File: src/rtl/if_else_select_pipe.sv
// if_else_select_pipe
// Two-stage valid/ready pipeline that evaluates a masked-compare branch
// condition and selects, per channel, between if-section and else-section
// results. S1 captures the per-channel select together with both data sets.
// S2 performs the mux and holds the registered output beat.
//
// Optional build macro: IF_ELSE_SELECT_STATS_EN
//   When defined, adds saturating 16-bit if_cnt / else_cnt output-beat counters.
module if_else_select_pipe #(
  parameter int WIDTH  = 32,
  parameter int NUM_CH = 4,
  parameter int COND_W = 32
) (
  input  logic                    clk,
  input  logic                    reset,
  input  logic                    in_valid,
  output logic                    in_ready,
  input  logic [COND_W-1:0]       input_bit,
  input  logic [COND_W-1:0]       cond_mask,
  input  logic [COND_W-1:0]       cond_match,
  input  logic [NUM_CH-1:0]       ch_if_en,
  input  logic [NUM_CH*WIDTH-1:0] if_data,
  input  logic [NUM_CH*WIDTH-1:0] else_data,
  output logic                    out_valid,
  input  logic                    out_ready,
  output logic [NUM_CH*WIDTH-1:0] segment_combine,
  output logic [NUM_CH-1:0]       out_sel
`ifdef IF_ELSE_SELECT_STATS_EN
  ,
  output logic [15:0]             if_cnt,
  output logic [15:0]             else_cnt
`endif
);

  logic                    cond;
  logic [NUM_CH-1:0]       sel;
  logic                    s1_valid;
  logic [NUM_CH-1:0]       s1_sel;
  logic [NUM_CH*WIDTH-1:0] s1_if;
  logic [NUM_CH*WIDTH-1:0] s1_else;
  logic [NUM_CH*WIDTH-1:0] mux_data;
  logic                    s1_load;
  logic                    s2_load;

  // Condition and per-channel select from the live inputs; only used at handshake.
  always_comb begin
    cond = ((input_bit & cond_mask) == (cond_match & cond_mask));
    sel  = cond ? ch_if_en : '0;
  end

  // Handshake control; in_ready deliberately ignores in_valid.
  always_comb begin
    s2_load  = s1_valid & (~out_valid | out_ready);
    in_ready = ~s1_valid | s2_load;
    s1_load  = in_valid & in_ready;
  end

  // Per-channel mux out of the S1 registers.
  always_comb begin
    mux_data = '0;
    for (int ch = 0; ch < NUM_CH; ch++) begin
      mux_data[ch*WIDTH +: WIDTH] = s1_sel[ch] ? s1_if[ch*WIDTH +: WIDTH]
                                               : s1_else[ch*WIDTH +: WIDTH];
    end
  end

  // S1: capture select and both data sets on input handshake.
  always_ff @(posedge clk) begin
    if (reset) begin
      s1_valid <= 1'b0;
      s1_sel   <= '0;
      s1_if    <= '0;
      s1_else  <= '0;
    end else begin
      if (s1_load) begin
        s1_valid <= 1'b1;
        s1_sel   <= sel;
        s1_if    <= if_data;
        s1_else  <= else_data;
      end else if (s2_load) begin
        s1_valid <= 1'b0;
      end
    end
  end

  // S2: output register; holds stable while stalled.
  always_ff @(posedge clk) begin
    if (reset) begin
      out_valid       <= 1'b0;
      segment_combine <= '0;
      out_sel         <= '0;
    end else begin
      if (s2_load) begin
        out_valid       <= 1'b1;
        segment_combine <= mux_data;
        out_sel         <= s1_sel;
      end else if (out_ready) begin
        out_valid <= 1'b0;
      end
    end
  end

`ifdef IF_ELSE_SELECT_STATS_EN
  // Saturating counters of output beats by path taken.
  always_ff @(posedge clk) begin
    if (reset) begin
      if_cnt   <= '0;
      else_cnt <= '0;
    end else if (out_valid && out_ready) begin
      if (out_sel != '0) begin
        if (if_cnt != 16'hFFFF) if_cnt <= if_cnt + 16'd1;
      end else begin
        if (else_cnt != 16'hFFFF) else_cnt <= else_cnt + 16'd1;
      end
    end
  end
`endif

endmodule

File: config.mk
export PLATFORM = sky130hd
export DESIGN_NAME = if_else_select_pipe
export DESIGN_NICKNAME = d
export VERILOG_FILES = /design/src/rtl/if_else_select_pipe.sv
export SDC_FILE = /design/constraint.sdc
export NUM_CORES = 1
export LEC_CHECK = 0
export BUFFER_PORTS_ARGS = -buffer_cell sky130_fd_sc_hd__buf_2
export CORE_MARGIN = 3
export CORE_UTILIZATION = 35
export DETAILED_ROUTE_END_ITERATION = 10
export GPL_TIMING_DRIVEN = 0
export PLACE_DENSITY = 0.7
export SYNTH_ARGS = -nofsm -noshare
export SYNTH_HDL_FRONTEND = slang
export SYNTH_SLANG_ARGS = --single-unit
File: constraint.sdc
create_clock -name clk -period 3.2 [get_ports clk]
set_clock_uncertainty 0.15 [all_clocks]
set_input_delay 0.64 -clock clk [delete_from_list [all_inputs] [get_ports clk]]
set_output_delay 0.64 -clock clk [all_outputs]
set_load 0.02 [all_outputs]
==> flow_summary.ini <==
[drt]
via_count = 14400
viasPerCell = 4.98
dr.pass1.iters = 5
drt_iter0_drc = 823
drcViolationCount = 0
wl_met1_microns = 22700
postRouteAntennaNets = 0
detail_route.wl_per_cell_microns = 18.1
wl_met3_microns = 2950
drt_wl_total_microns = 52300
top_layer = met5
wl_met2_microns = 24700

[die]
rows = 75
core_sq_mm = 0.0422
boundaryPins = 494
initial_core_util_pct = 35.6
dieArea_sq_mm = 0.0455
die_w_microns = 213
die_height_microns = 213

[layout]
regArea_sq_mm = 0.00789
drive_above_1_share_pct = 26.2
postLayoutCoreUtil_pct = 46.2
filler_cell_count = 4160
fin_nets = 2677
final_cells = 2888
syn_to_final_growth_pct = 29.9
multi_input_area_sq_mm = 0.00652

[timing]
setup_viol = 0
finalCritPeriodShare_pct = 78.1
hold_violations = 0
max-slew-margin-rel_pct = 28.4
timing.final.max_slew_violations = 0
worstMarginPinSlew_ns = 1.07
rsz0062_at_grt = no
setup_tns_ns = 0
final.setup.worst_slack_ns = 0.701
fmax_mhz = 400
fin_crit_ns = 2.50

[worst_setup_path]
critical_path.cell_chain = nor2b_2 > nor2b_1 > buf_2 > buf_2 > buf_1 > a211oi_1
slowest_stage = buf_1
critical_path.endpoint_type = register
cp.arrival_ns = 2.74
worstSetupStartpointType = register
crit_required_ns = 3.44
crit_type = reg -> reg
cp_common_cell = buf_2
critical-path-max-stage-delay_ns = 0.56
path_max_fanout = 10

[yosys]
synth_edf_count = 0
yosys_warnings = 0
synth-seq-cells = 394
ys.flop_type = dfxtp_1
ys_seq_area_share_pct = 52.5
yosys.cell_types.count = 20
syn_avg_cell_area_sq_um = 8.44
synth_cells = 1781
syn-cell-area_sq_mm = 0.0150
yosys-top-cells-count = nand2_1 (532), dfxtp_1 (394), a21oi_1 (262)
synthArstFlopShare_pct = 0
synthMostInstantiatedCell = nand2_1
synth_nets = 2141
synthTopCellsByArea = dfxtp_1 (52%), nand2_1 (13%), a21oi_1 (8.7%), mux2i_1 (8.5%), a211oi_1 (6.4%)
synth_top_area_cell = dfxtp_1
synth_top_area_share_pct = 52.5

[power_and_ir_drop]
peakVddDrop_v = 0.000370
swShare_pct = 25.6
p_leak_nw = 8.15
clockPowerShare_pct = 41.6
p_int_w = 0.00856
powerDensity_mw_per_mm2 = 589
combPwrFrac_pct = 11.8
pwr-share-seq_pct = 46.6
power.switching_w = 0.00295

[cts]
cts_setup_buffers = 0
clock_sinks = 394
cts_htree_levels = 2
cts_tree = done
cts_max_path_buffers = 3
cts_hold_buffers = 0
clk_latency_ns = 0.55
cts_repair_resize_count = 0
clock-root-buffer = clkbuf_16
path_clk_slew_ns = 0.07
cts_buffers = 42

[global_routing]
grt_pass1_vias = 14100
grtUsageTotal_pct = 21.7
grt_max_degree = 14
antenna_found_initial = 11
grt_first_pass_wirelength_microns = 76600
overflow = 0

[placement]
post-place-ws_ns = 0.409
dp_hpwl_microns = 39200
port_buffers = 492
dp.cells = 2812
gp_congestion = 0.960

[min_path]
holdCritPathClass = in -> reg

[outcome]
outcome = completed

[run]
drv_cap = 0
==> through the flow <==
| stage | power (W) | instance area, sq um | hold slack, ns |
|---|---|---|---|
| after floorplan | 0.00617 | 15000 | 0.286 |
| after global placement | 0.00678 | 18200 | 0.291 |
| after CTS | 0.0116 | 19500 | 0.141 |
| after detailed placement | 0.00682 | 18200 | 0.296 |
| final | 0.0115 | 19500 | 0.181 |
| after global routing | 0.0120 | 19500 | 0.155 |
==> metal layers <==
| metal | track usage [%] | up-vias |
|---|---|---|
| li1 | - | 7049 |
| met1 | 28.4 | 6796 |
| met2 | 36.4 | 437 |
| met3 | 3.60 | 103 |
| met4 | 8.02 | 10 |
| met5 | 0 | - |
==> path summary, 6_finish.rpt <==
| path | endpoint | from | cells after the start | slack [ns] |
|---|---|---|---|---|
| max | segment_combine[95] | out_valid | 6 | 0.70 |
| min | s1_sel[1] | ch_if_en[1] | 3 | 0.18 |
| max reg2reg | segment_combine[95] | out_valid | 6 | 0.70 |
| min reg2reg | s1_else[72] | s1_else[72] | 2 | 0.30 |
==> final cells by class <==
| class | count | area share, % |
|---|---|---|
| buffer | 145 | 3.17 |
| sequential | 394 | 40.4 |
| inverter | 1 | 0.0192 |
| multi-input combinational | 1241 | 33.4 |
| clock buffer | 61 | 6.17 |
| timing repair buffer | 492 | 12.6 |
| clock inverter | 11 | 0.705 |
| tap | 539 | 3.45 |
| antenna | 4 | 0.0513 |
==> power groups by stage <==
| stage | logic [W] | clock network [W] | registers, W |
|---|---|---|---|
| after global placement | 0.00133 | 0 | 0.00545 |
| after detailed placement | 0.00135 | 0 | 0.00546 |
| final | 0.00135 | 0.00479 | 0.00536 |
| after floorplan | 0.000619 | 0 | 0.00555 |
| after CTS | 0.00136 | 0.00489 | 0.00536 |
| after global routing | 0.00149 | 0.00509 | 0.00539 |
==> critical path, delay by kind of cell, from the launching register on <==
family / cells / cell delay, ns
buffers and inverters: 3 / 1.32
AND/OR/NAND/NOR: 2 / 0.37
AO/OA/AOI/OAI: 1 / 0.17
flip-flops: 1 / 0.33
==> cell families (layout without fill, tap and decap cells) <==
| family | count (synthesis) | count (layout) | synth area share (%) |
|---|---|---|---|
| compound gates | 410 | 410 | 16.1 |
| other cells | 0 | 4 | 0 |
| mux | 128 | 128 | 8.52 |
| flops | 394 | 394 | 52.5 |
| simple gates | 671 | 671 | 17.0 |
| xor+xnor | 32 | 32 | 1.86 |
| buf+inv | 146 | 710 | 4.14 |
==> placed cells by master, fill, tap and decap left out, drive strengths merged <==
cell type | Yosys | routed
a211oi | 128 | 128
a21oi | 263 | 263
a22oi | 15 | 15
and4 | 1 | 1
buf | 66 | 558
bufinv | 0 | 3
clkbuf | 79 | 140
clkinv | 0 | 7
dfxtp | 394 | 394
diode | 0 | 4
inv | 1 | 2
mux2i | 128 | 128
nand2 | 532 | 532
nand2b | 1 | 1
nand4 | 3 | 3
nor2 | 131 | 131
nor2b | 2 | 2
o21ai | 4 | 4
or4 | 1 | 1
xor2 | 32 | 32
==> state kept, by name, summed over array words and instances (netlist names) <==
register	cells
s1_if	128
s1_else	128
out_sel	4
segment_combine	128
s1_valid	1
out_valid	1
s1_sel	4
Power figures use the tool's default switching activity.
